==> config.mk <==
export PLATFORM = sky130hd
export DESIGN_NAME = vertical_scale_factor_control
export DESIGN_NICKNAME = d
export VERILOG_FILES = /design/src/rtl/vertical_scale_factor_control.sv
export SDC_FILE = /design/constraint.sdc
export NUM_CORES = 1
export LEC_CHECK = 0
export CAP_MARGIN = 20
export CORE_MARGIN = 4
export CORE_UTILIZATION = 66
export CTS_BUF_LIST = sky130_fd_sc_hd__clkbuf_8
export CTS_CLUSTER_SIZE = 14
export DETAILED_ROUTE_END_ITERATION = 10
export PLACE_DENSITY = 0.88
export SYNTH_ARGS = -nofsm -noshare
export SYNTH_HDL_FRONTEND = slang
export SYNTH_SLANG_ARGS = --single-unit
==> constraint.sdc <==
create_clock -name clock -period 5.05 [get_ports clock]
set_input_delay 1.515 -clock clock [delete_from_list [all_inputs] [get_ports clock]]
set_output_delay 1.515 -clock clock [all_outputs]
set_load 0.1 [all_outputs]
==> src/rtl/vertical_scale_factor_control.sv <==
// Converts front-panel up/down scale requests into per-channel one-hot "times 8" scale factors,
// with press detection, hold delay and auto-repeat stepping of the latched channel.
`default_nettype none

module vertical_scale_factor_control #(
    parameter int SCALE_FACTOR_SIZE = 10,
    parameter int RESET_EXPONENT    = 3,
    parameter int HOLD_CYCLES       = 25000000,
    parameter int REPEAT_CYCLES     = 5000000
) (
    input  logic                         clock,
    input  logic                         reset_n,
    input  logic                         channelSelect,
    input  logic                         scaleUp,
    input  logic                         scaleDown,
    output logic [SCALE_FACTOR_SIZE-1:0] verticalScaleFactorTimes8Channel1,
    output logic [SCALE_FACTOR_SIZE-1:0] verticalScaleFactorTimes8Channel2,
    output logic                         scaleChanged
);

    localparam int CNT_MAX = (HOLD_CYCLES > REPEAT_CYCLES) ? HOLD_CYCLES : REPEAT_CYCLES;
    localparam int CNT_W   = (CNT_MAX > 1) ? $clog2(CNT_MAX) : 1;
    localparam logic [CNT_W-1:0] HOLD_LAST   = CNT_W'(HOLD_CYCLES - 1);
    localparam logic [CNT_W-1:0] REPEAT_LAST = CNT_W'(REPEAT_CYCLES - 1);
    localparam logic [SCALE_FACTOR_SIZE-1:0] RESET_FACTOR =
        SCALE_FACTOR_SIZE'(1) << RESET_EXPONENT;

    typedef enum logic [1:0] {
        ST_IDLE   = 2'd0,
        ST_HOLD   = 2'd1,
        ST_REPEAT = 2'd2
    } state_t;

    state_t                       state_q, state_d;
    logic [CNT_W-1:0]             cnt_q, cnt_d;
    logic                         chan_q, chan_d;
    logic                         dir_down_q, dir_down_d;
    logic                         up_q, up_d;
    logic                         down_q, down_d;
    logic                         hist_valid_q, hist_valid_d;
    logic [SCALE_FACTOR_SIZE-1:0] factor1_q, factor1_d;
    logic [SCALE_FACTOR_SIZE-1:0] factor2_q, factor2_d;
    logic                         changed_q, changed_d;

    logic                         press;
    logic                         held;
    logic                         step;
    logic                         step_chan;
    logic                         step_down;
    logic [SCALE_FACTOR_SIZE-1:0] step_cur;
    logic [SCALE_FACTOR_SIZE-1:0] step_next;

    always_comb begin
        state_d      = state_q;
        cnt_d        = cnt_q;
        chan_d       = chan_q;
        dir_down_d   = dir_down_q;
        up_d         = scaleUp;
        down_d       = scaleDown;
        hist_valid_d = 1'b1;
        factor1_d    = factor1_q;
        factor2_d    = factor2_q;
        changed_d    = 1'b0;
        step         = 1'b0;
        step_chan    = chan_q;
        step_down    = dir_down_q;
        step_cur     = '0;
        step_next    = '0;

        // The history only counts once it holds a real sample taken after reset,
        // so a button still held through reset never reads as a fresh press.
        press = hist_valid_q && !up_q && !down_q && (scaleUp ^ scaleDown);
        held  = dir_down_q ? (scaleDown && !scaleUp) : (scaleUp && !scaleDown);

        unique case (state_q)
            ST_IDLE: begin
                if (press) begin
                    step       = 1'b1;
                    step_chan  = channelSelect;
                    step_down  = scaleDown;
                    chan_d     = channelSelect;
                    dir_down_d = scaleDown;
                    cnt_d      = '0;
                    state_d    = ST_HOLD;
                end
            end
            ST_HOLD, ST_REPEAT: begin
                if (!held) begin
                    cnt_d   = '0;
                    state_d = ST_IDLE;
                end else if (cnt_q == ((state_q == ST_HOLD) ? HOLD_LAST : REPEAT_LAST)) begin
                    step    = 1'b1;
                    cnt_d   = '0;
                    state_d = ST_REPEAT;
                end else begin
                    cnt_d = cnt_q + 1'b1;
                end
            end
            default: begin
                cnt_d   = '0;
                state_d = ST_IDLE;
            end
        endcase

        // Factors are kept one-hot and shifted, saturating at either end.
        if (step) begin
            step_cur = step_chan ? factor2_q : factor1_q;
            if (step_down) begin
                step_next = step_cur[0] ? step_cur : (step_cur >> 1);
            end else begin
                step_next = step_cur[SCALE_FACTOR_SIZE-1] ? step_cur : (step_cur << 1);
            end
            if (step_chan) begin
                factor2_d = step_next;
            end else begin
                factor1_d = step_next;
            end
            changed_d = (step_next != step_cur);
        end
    end

    always_ff @(posedge clock or negedge reset_n) begin
        if (!reset_n) begin
            state_q      <= ST_IDLE;
            cnt_q        <= '0;
            chan_q       <= 1'b0;
            dir_down_q   <= 1'b0;
            up_q         <= 1'b0;
            down_q       <= 1'b0;
            hist_valid_q <= 1'b0;
            factor1_q    <= RESET_FACTOR;
            factor2_q    <= RESET_FACTOR;
            changed_q    <= 1'b0;
        end else begin
            state_q      <= state_d;
            cnt_q        <= cnt_d;
            chan_q       <= chan_d;
            dir_down_q   <= dir_down_d;
            up_q         <= up_d;
            down_q       <= down_d;
            hist_valid_q <= hist_valid_d;
            factor1_q    <= factor1_d;
            factor2_q    <= factor2_d;
            changed_q    <= changed_d;
        end
    end

    assign verticalScaleFactorTimes8Channel1 = factor1_q;
    assign verticalScaleFactorTimes8Channel2 = factor2_q;
    assign scaleChanged                      = changed_q;

endmodule

`default_nettype wire

==> results of run 1 <==
synthesized netlist by cell type (5+ instances only):
master | instances | area (µm²)
o22ai_1 | 5 | 31.28
a311oi_1 | 5 | 43.79
inv_1 | 10 | 37.54
ha_1 | 7 | 87.58
and3_1 | 5 | 31.28
a211oi_1 | 7 | 52.55
xnor2_1 | 10 | 87.58
nand2b_1 | 13 | 81.33
mux2i_1 | 16 | 160.2
o21ai_0 | 25 | 125.1
xor2_1 | 10 | 87.58
clkbuf_1 | 8 | 30.03
nor4_1 | 5 | 31.28
dfrtp_1 | 51 | 1276
a21oi_1 | 25 | 125.1
mux2_2 | 15 | 168.9
nor3_1 | 7 | 35.03
nor2_1 | 41 | 153.9
nand2_1 | 33 | 123.9
buf_2 | 6 | 30.03
nand3_1 | 12 | 60.06
nand4_1 | 10 | 62.56
where the power goes:
group / switching (µW) / leakage [µW] / total (µW) / internal [µW]
combinational: 1000 / 0.000813 / 1440 / 441
sequential: 181 / 0.000700 / 687 / 506
clock: 154 / 0.0000633 / 319 / 165
logic make-up after synthesis:
group / count (synthesis)
compound gates: 90
xor+xnor: 20
fa+ha+maj: 7
buf+inv: 30
flops: 53
mux: 31
other cells: 1
simple gates: 152
final cells by class:
class                   instances  share of cell area
inverters                      11             0.01135
multi-input cells             301              0.5182
well taps                      70             0.02270
clock inverters                 2             0.01070
clock buffers                   6             0.02140
repair buffers                 29             0.07134
flip-flops and latches         53              0.3444
state kept, by name, indices dropped and copies added (netlist names), 2 cells and up:
signal,count
verticalScaleFactorTimes8Channel1,10
verticalScaleFactorTimes8Channel2,10
state_q,2
cnt_q,25
through the flow:
step	instance area (µm²)	util	instances	hold slack, ps
after global routing	3859	0.7555	472	554.2
after detailed placement	3735	0.7313	464	511.4
after global placement	3735	0.7313	464	506.1
after CTS	3859	0.7555	472	524.6
after floorplan	3466	-	384	462.6
final	3859	0.7555	472	523.8
critical path: cells and delay by family:
family,cells,cell delay [ps]
AO/OA/AOI/OAI,2,730
adder cells (fa/ha/maj),1,330
buffers and inverters,2,580
multiplexers,3,710
AND/OR/NAND/NOR,1,670
worst paths after layout:
path | to | start | depth (start not counted)
setup / recovery | verticalScaleFactorTimes8Channel2[5]$_DFFE_PN0P_ | scaleUp | 9
hold / removal | cnt_q[11]$_DFFE_PN0P_ | cnt_q[11]$_DFFE_PN0P_ | 1
setup reg to reg | state_q[0]$_DFFE_PN0P_ | state_q[1]$_DFFE_PN0P_ | 9
hold reg to reg | cnt_q[11]$_DFFE_PN0P_ | cnt_q[11]$_DFFE_PN0P_ | 1
max in group asynchronous | verticalScaleFactorTimes8Channel1[4]$_DFFE_PN0P_ | reset_n | 2
min in group asynchronous | dir_down_q$_DFF_PN0_ | reset_n | 2
layer usage:
layer | vias up | track usage | part of all wire
met1 | 1466 | 0.4082 | 0.46
met5 | - | 0 | 0
li1 | 1425 | - | -
met4 | 0 | 0.08615 | 0.022
met2 | 126 | 0.4404 | 0.45
met3 | 24 | 0.05717 | 0.067
==> impl_results.md, run 1 <==
- Clock tree from TritonCTS: done
- Multi-input gate area: between 0.0015 and 0.002 mm²
- Synth Register Bits: 53
- Number of placement rows: 26
- Mux share of post-synthesis cell area: 0.09495
- GR Overflow Total: 0
- Post-cts sizing count: 0
- Post-layout total power: 2447 µW
- Number of buffers added to fix hold violations after cts: 0
- Later-pin clock latency in the skew report: 320 ps
- Largest net degree at the start of global routing: 54
- Average footprint of a synthesized cell: 9.026 µm²
- Post-synth EDFFs: 0
- Highest Clock Rate: about 230 MHz
- Delay of the slowest cell on the worst path: 670 ps
- Initial antenna violation count: 0
- Post-layout worst setup margin: roughly 720 ps
- Most common cell after layout, fill and taps aside: dfrtp_1
- Storage cell area: 0.001329 mm²
- Clock Pin Slew Worst Setup and Hold Paths: 100 ps
- Ports placed on the boundary: 26
- Wirelength per Cell: between 15 and 20 µm
- H-Tree Depth: 2
- Synth warn: 0
- Category of the worst setup path capture point: flip-flop
- Net count after synthesis: 396
- Final worst-path cycle share: 0.8568
- List of cells traversed by the critical path: clkdlybuf4s50_1 -> inv_1 -> ha_1 -> or4b_1 -> a211oi_1 -> a311o_1 -> mux2i_1 -> mux2_2 -> mux2_2
- GR Util All Layers: 0.2866
- PwrDens: around 630 mW/mm²
- TritonCTS buffer count: 5
- Type of element launching the critical path: primary input
- # Post-CTS Setup Buffers: 0
- Post-DRT Antenna Nets: 0
- Worst setup slack after placement: 482.8 ps
- Combinational family with the most area after synthesis: simple AND/OR/NAND/NOR gates
- Tightest Pin Transition: 980.1 ps
- Peak supply drop: 479.9 µV
- Fraction of the mapped netlist area in adder cells: 0.02527
- Total vias in the final route: around 3,000
- Synth Area in XOR/XNOR: 0.05054
- Clk sinks: 53
- # DRC: 0
- Class of the most critical setup path: primary input to flip-flop
- Total standard cell area after synthesis: between 0.003 and 0.004 mm²
- Critical path required time: 5250 ps
- Top FF cell, synth: dfrtp_1
- Total iterations of the first detailed-routing run: 5
- Die X-Extent: 80.47 µm
- Total half-perimeter wirelength after legalization and detailed placement: 5910 µm
- Path category of the worst min-delay check: flip-flop to flip-flop
- Fill cell instance count of the final layout: approximately 360
- Worst setup slack for register-to-register paths: 2010 ps
- Yosys cell types: 58
- Per-cell via count in the routed design: 6.443
- Leakage Power: 0.001576 µW
- Via count of the first global-routing pass: between 2,000 and 3,000
- Count of mapped cells out of synthesis: 384
- Global-route wire length before repair: 14,420 µm
- Clk buf depth: 2
- Area growth from synthesis to layout: 11.34%
- Core Region: 0.005107 mm²
- Antenna diode instance count: 0
- Number of input and output port buffers inserted: 25
- Compound-cell area share of the yosys netlist: 0.1682
- Detailed Route WL: 8591 µm
- Final net count: 413
- Initial Util: 0.6786
- Fraction of layout cells with a size suffix above 1: 0.09950
- Async SR Flop Fraction: 1.000
- Final max-slew violation count: 0
- Commonest non-fill, non-tap cells in the layout: dfrtp_1, nor2_1, nand2_1
- Library cell appearing most often on the critical path: mux2_2
- Clk_skew: 9.114 ps
- Last weighted congestion value of the routability-driven placer: 0.9769
- Final Hold Vio Count: 0
- Proportion of synthesized chip area in sequential cells: 0.3834
- Slowest CP cell: or4b_1
- Outcome: completed
- DRT iter0 DRCs: roughly 340
- Floorplan die height: approximately 80 µm
- Die Footprint: 0.006475 mm²
- Max-cap check violation count: 0
- Setup-violating endpoint count in the final report: 0
- Unrepaired setup endpoints after global routing: false
- Normalized max-slew margin: 0.3446
- Final sum of negative setup slack: 0 ps
- CTS root buf: clkbuf_8
- Critical Path AT: 4530 ps
- Fin crit period: 4327 ps
- Critical-path maximum fanout: 8
- Simple-gate share of the synthesized area: 0.2368
Power figures use the tool's default switching activity.
==> inputs of run 2 (changes only) <==
--- a/config.mk
+++ b/config.mk
@@ -6,12 +6,14 @@
 export NUM_CORES = 1
 export LEC_CHECK = 0
 export CAP_MARGIN = 20
+export CELL_PAD_IN_SITES_DETAIL_PLACEMENT = 1
+export CELL_PAD_IN_SITES_GLOBAL_PLACEMENT = 1
 export CORE_MARGIN = 4
-export CORE_UTILIZATION = 66
+export CORE_UTILIZATION = 51
 export CTS_BUF_LIST = sky130_fd_sc_hd__clkbuf_8
 export CTS_CLUSTER_SIZE = 14
 export DETAILED_ROUTE_END_ITERATION = 10
-export PLACE_DENSITY = 0.88
+export PLACE_DENSITY_LB_ADDON = 0.1
 export SYNTH_ARGS = -nofsm -noshare
 export SYNTH_HDL_FRONTEND = slang
 export SYNTH_SLANG_ARGS = --single-unit
==> run 2 against run 1 <==
Compared with the run above: utilization is 16 points lower; cell count is 1.9% higher; sequential power is 0.9% higher; clock power is 15% lower; count of clock-buffer cells in the layout stayed put; clock skew is 5.5 ps higher; wire length is 19% higher; critical path type unchanged.
==> impl_results.md, run 2 (synthesized netlist as in run 1, its figures left out) <==
- Storage cell area: 0.001329 mm²
- GR Overflow Total: 0
- Final net count: about 420
- Critical-path maximum fanout: 8
- Most common cell after layout, fill and taps aside: dfrtp_1
- Per-cell via count in the routed design: roughly 6.5
- Setup-violating endpoint count in the final report: 0
- H-Tree Depth: 2
- Wirelength per Cell: 21.20 µm
- Critical path required time: 5260 ps
- Via count of the first global-routing pass: ~3,200
- Highest Clock Rate: ~230 MHz
- Clock tree from TritonCTS: done
- Final worst-path cycle share: 0.8782
- Clk buf depth: 2
- Die Footprint: 0.008178 mm²
- Initial antenna violation count: 0
- Critical Path AT: 4640 ps
- Post-DRT Antenna Nets: 0
- Total vias in the final route: approximately 3,100
- # Post-CTS Setup Buffers: 0
- PwrDens: around 640 mW/mm²
- Total half-perimeter wirelength after legalization and detailed placement: 7255 µm
- Normalized max-slew margin: 0.3429
- Multi-input gate area: 0.001999 mm²
- Area growth from synthesis to layout: 11.30%
- Max-cap check violation count: 0
- Clk_skew: 14.60 ps
- CTS root buf: clkbuf_8
- Outcome: completed
- Ports placed on the boundary: 26
- Tightest Pin Transition: 982.6 ps
- Fin crit period: 4435 ps
- Worst setup slack after placement: 286.2 ps
- Later-pin clock latency in the skew report: around 320 ps
- TritonCTS buffer count: 5
- Leakage Power: ~0.0016 µW
- Peak supply drop: around 380 µV
- Category of the worst setup path capture point: flip-flop
- Fill cell instance count of the final layout: roughly 770
- Floorplan die height: 90.44 µm
- Reg with most FFs: cnt_q
- Final sum of negative setup slack: 0 ps
- Global-route wire length before repair: 17,320 µm
- Flip-flop count of the largest register after layout: 25
- Core Region: 0.006459 mm²
- Fraction of layout cells with a size suffix above 1: 0.1040
- Largest net degree at the start of global routing: 54
- Number of input and output port buffers inserted: 25
- Number of buffers added to fix hold violations after cts: 0
- Detailed Route WL: 10,200 µm
- Antenna diode instance count: 0
- Post-layout worst setup margin: 615.0 ps
- Total iterations of the first detailed-routing run: 5
- Type of element launching the critical path: primary input
- Number of placement rows: 29
- Post-cts sizing count: 0
- Die X-Extent: 90.44 µm
- Commonest non-fill, non-tap cells in the layout: dfrtp_1, nor2_1, nand2_1
- Path category of the worst min-delay check: flip-flop to flip-flop
- # DRC: 0
- DRT iter0 DRCs: 227
- Last weighted congestion value of the routability-driven placer: 0.8683
- Initial Util: 0.5366
- Final max-slew violation count: 0
- Worst setup slack for register-to-register paths: 1950 ps
- GR Util All Layers: 0.2609
- Unrepaired setup endpoints after global routing: false
- Clk sinks: between 50 and 60
- Class of the most critical setup path: primary input to flip-flop
- Final Hold Vio Count: 0
- Clock Pin Slew Worst Setup and Hold Paths: 100 ps
run 2: report_power, final:
group	internal [µW]	total [µW]	switching (µW)
logic	451	1490	1040
clock network	113	270	157
registers	505	693	188
total	1070	2450	1380
run 2: worst paths after layout:
check | start | endpoint | cells past startpoint
max | scaleUp | verticalScaleFactorTimes8Channel1[4]$_DFFE_PN0P_ | 9
min in group asynchronous | reset_n | verticalScaleFactorTimes8Channel2[0]$_DFFE_PN0P_ | 2
max reg2reg | state_q[1]$_DFFE_PN0P_ | cnt_q[7]$_DFFE_PN0P_ | 9
min reg2reg | cnt_q[3]$_DFFE_PN0P_ | cnt_q[3]$_DFFE_PN0P_ | 1
max in group asynchronous | reset_n | verticalScaleFactorTimes8Channel2[4]$_DFFE_PN0P_ | 2
min | cnt_q[3]$_DFFE_PN0P_ | cnt_q[3]$_DFFE_PN0P_ | 1
run 2: critical path, stage by stage:
cell and delay (ps):
clkdlybuf4s50_1 500, inv_1 60, ha_1 350, or4b_1 690, a211oi_1 340, a311o_1 440
mux2i_1 180, mux2_2 310, mux2_2 260
run 2: layout make-up:
| cell class | count | share of cell area |
|---|---|---|
| clock buffers | 6 | 0.02141 |
| inverters | 11 | 0.01135 |
| repair buffers | 31 | 0.07525 |
| clock inverters | 2 | 0.004217 |
| flip-flops and latches | 53 | 0.3445 |
| well taps | 77 | 0.02498 |
| multi-input cells | 301 | 0.5183 |
run 2: per-stage QoR:
step	power (µW)	util	cell area [µm²]	hold slack, ps	instances
after floorplan	1765	-	3466	462.6	384
after global placement	2107	0.5819	3759	500.9	473
after detailed placement	2156	0.5819	3759	519.9	473
after CTS	2435	0.5972	3857	540.2	481
after global routing	2588	0.5972	3857	578.0	481
final	2451	0.5972	3857	545.0	481
run 2: layer usage:
metal,global-route usage,share of wire
met5,0,0
met4,0.07015,0.021
met3,0.03583,0.043
met2,0.4051,0.46
met1,0.3809,0.48
==> inputs of run 3 (changes only) <==
==> constraint.sdc (replaced) <==
create_clock -name clock -period 5.05 [get_ports clock]
set_input_delay 1.515 -clock clock [delete_from_list [all_inputs] [get_ports clock]]
set_output_delay 1.515 -clock clock [all_outputs]
set_load 0.01 [all_outputs]
==> results of run 3 <==
Same layout as run 2 (identical final DEF). Status: completed.
Among the figures that moved: total power 2451 µW -> 2018 µW; worst IR drop on VDD 384.4 µV -> 283.9 µV
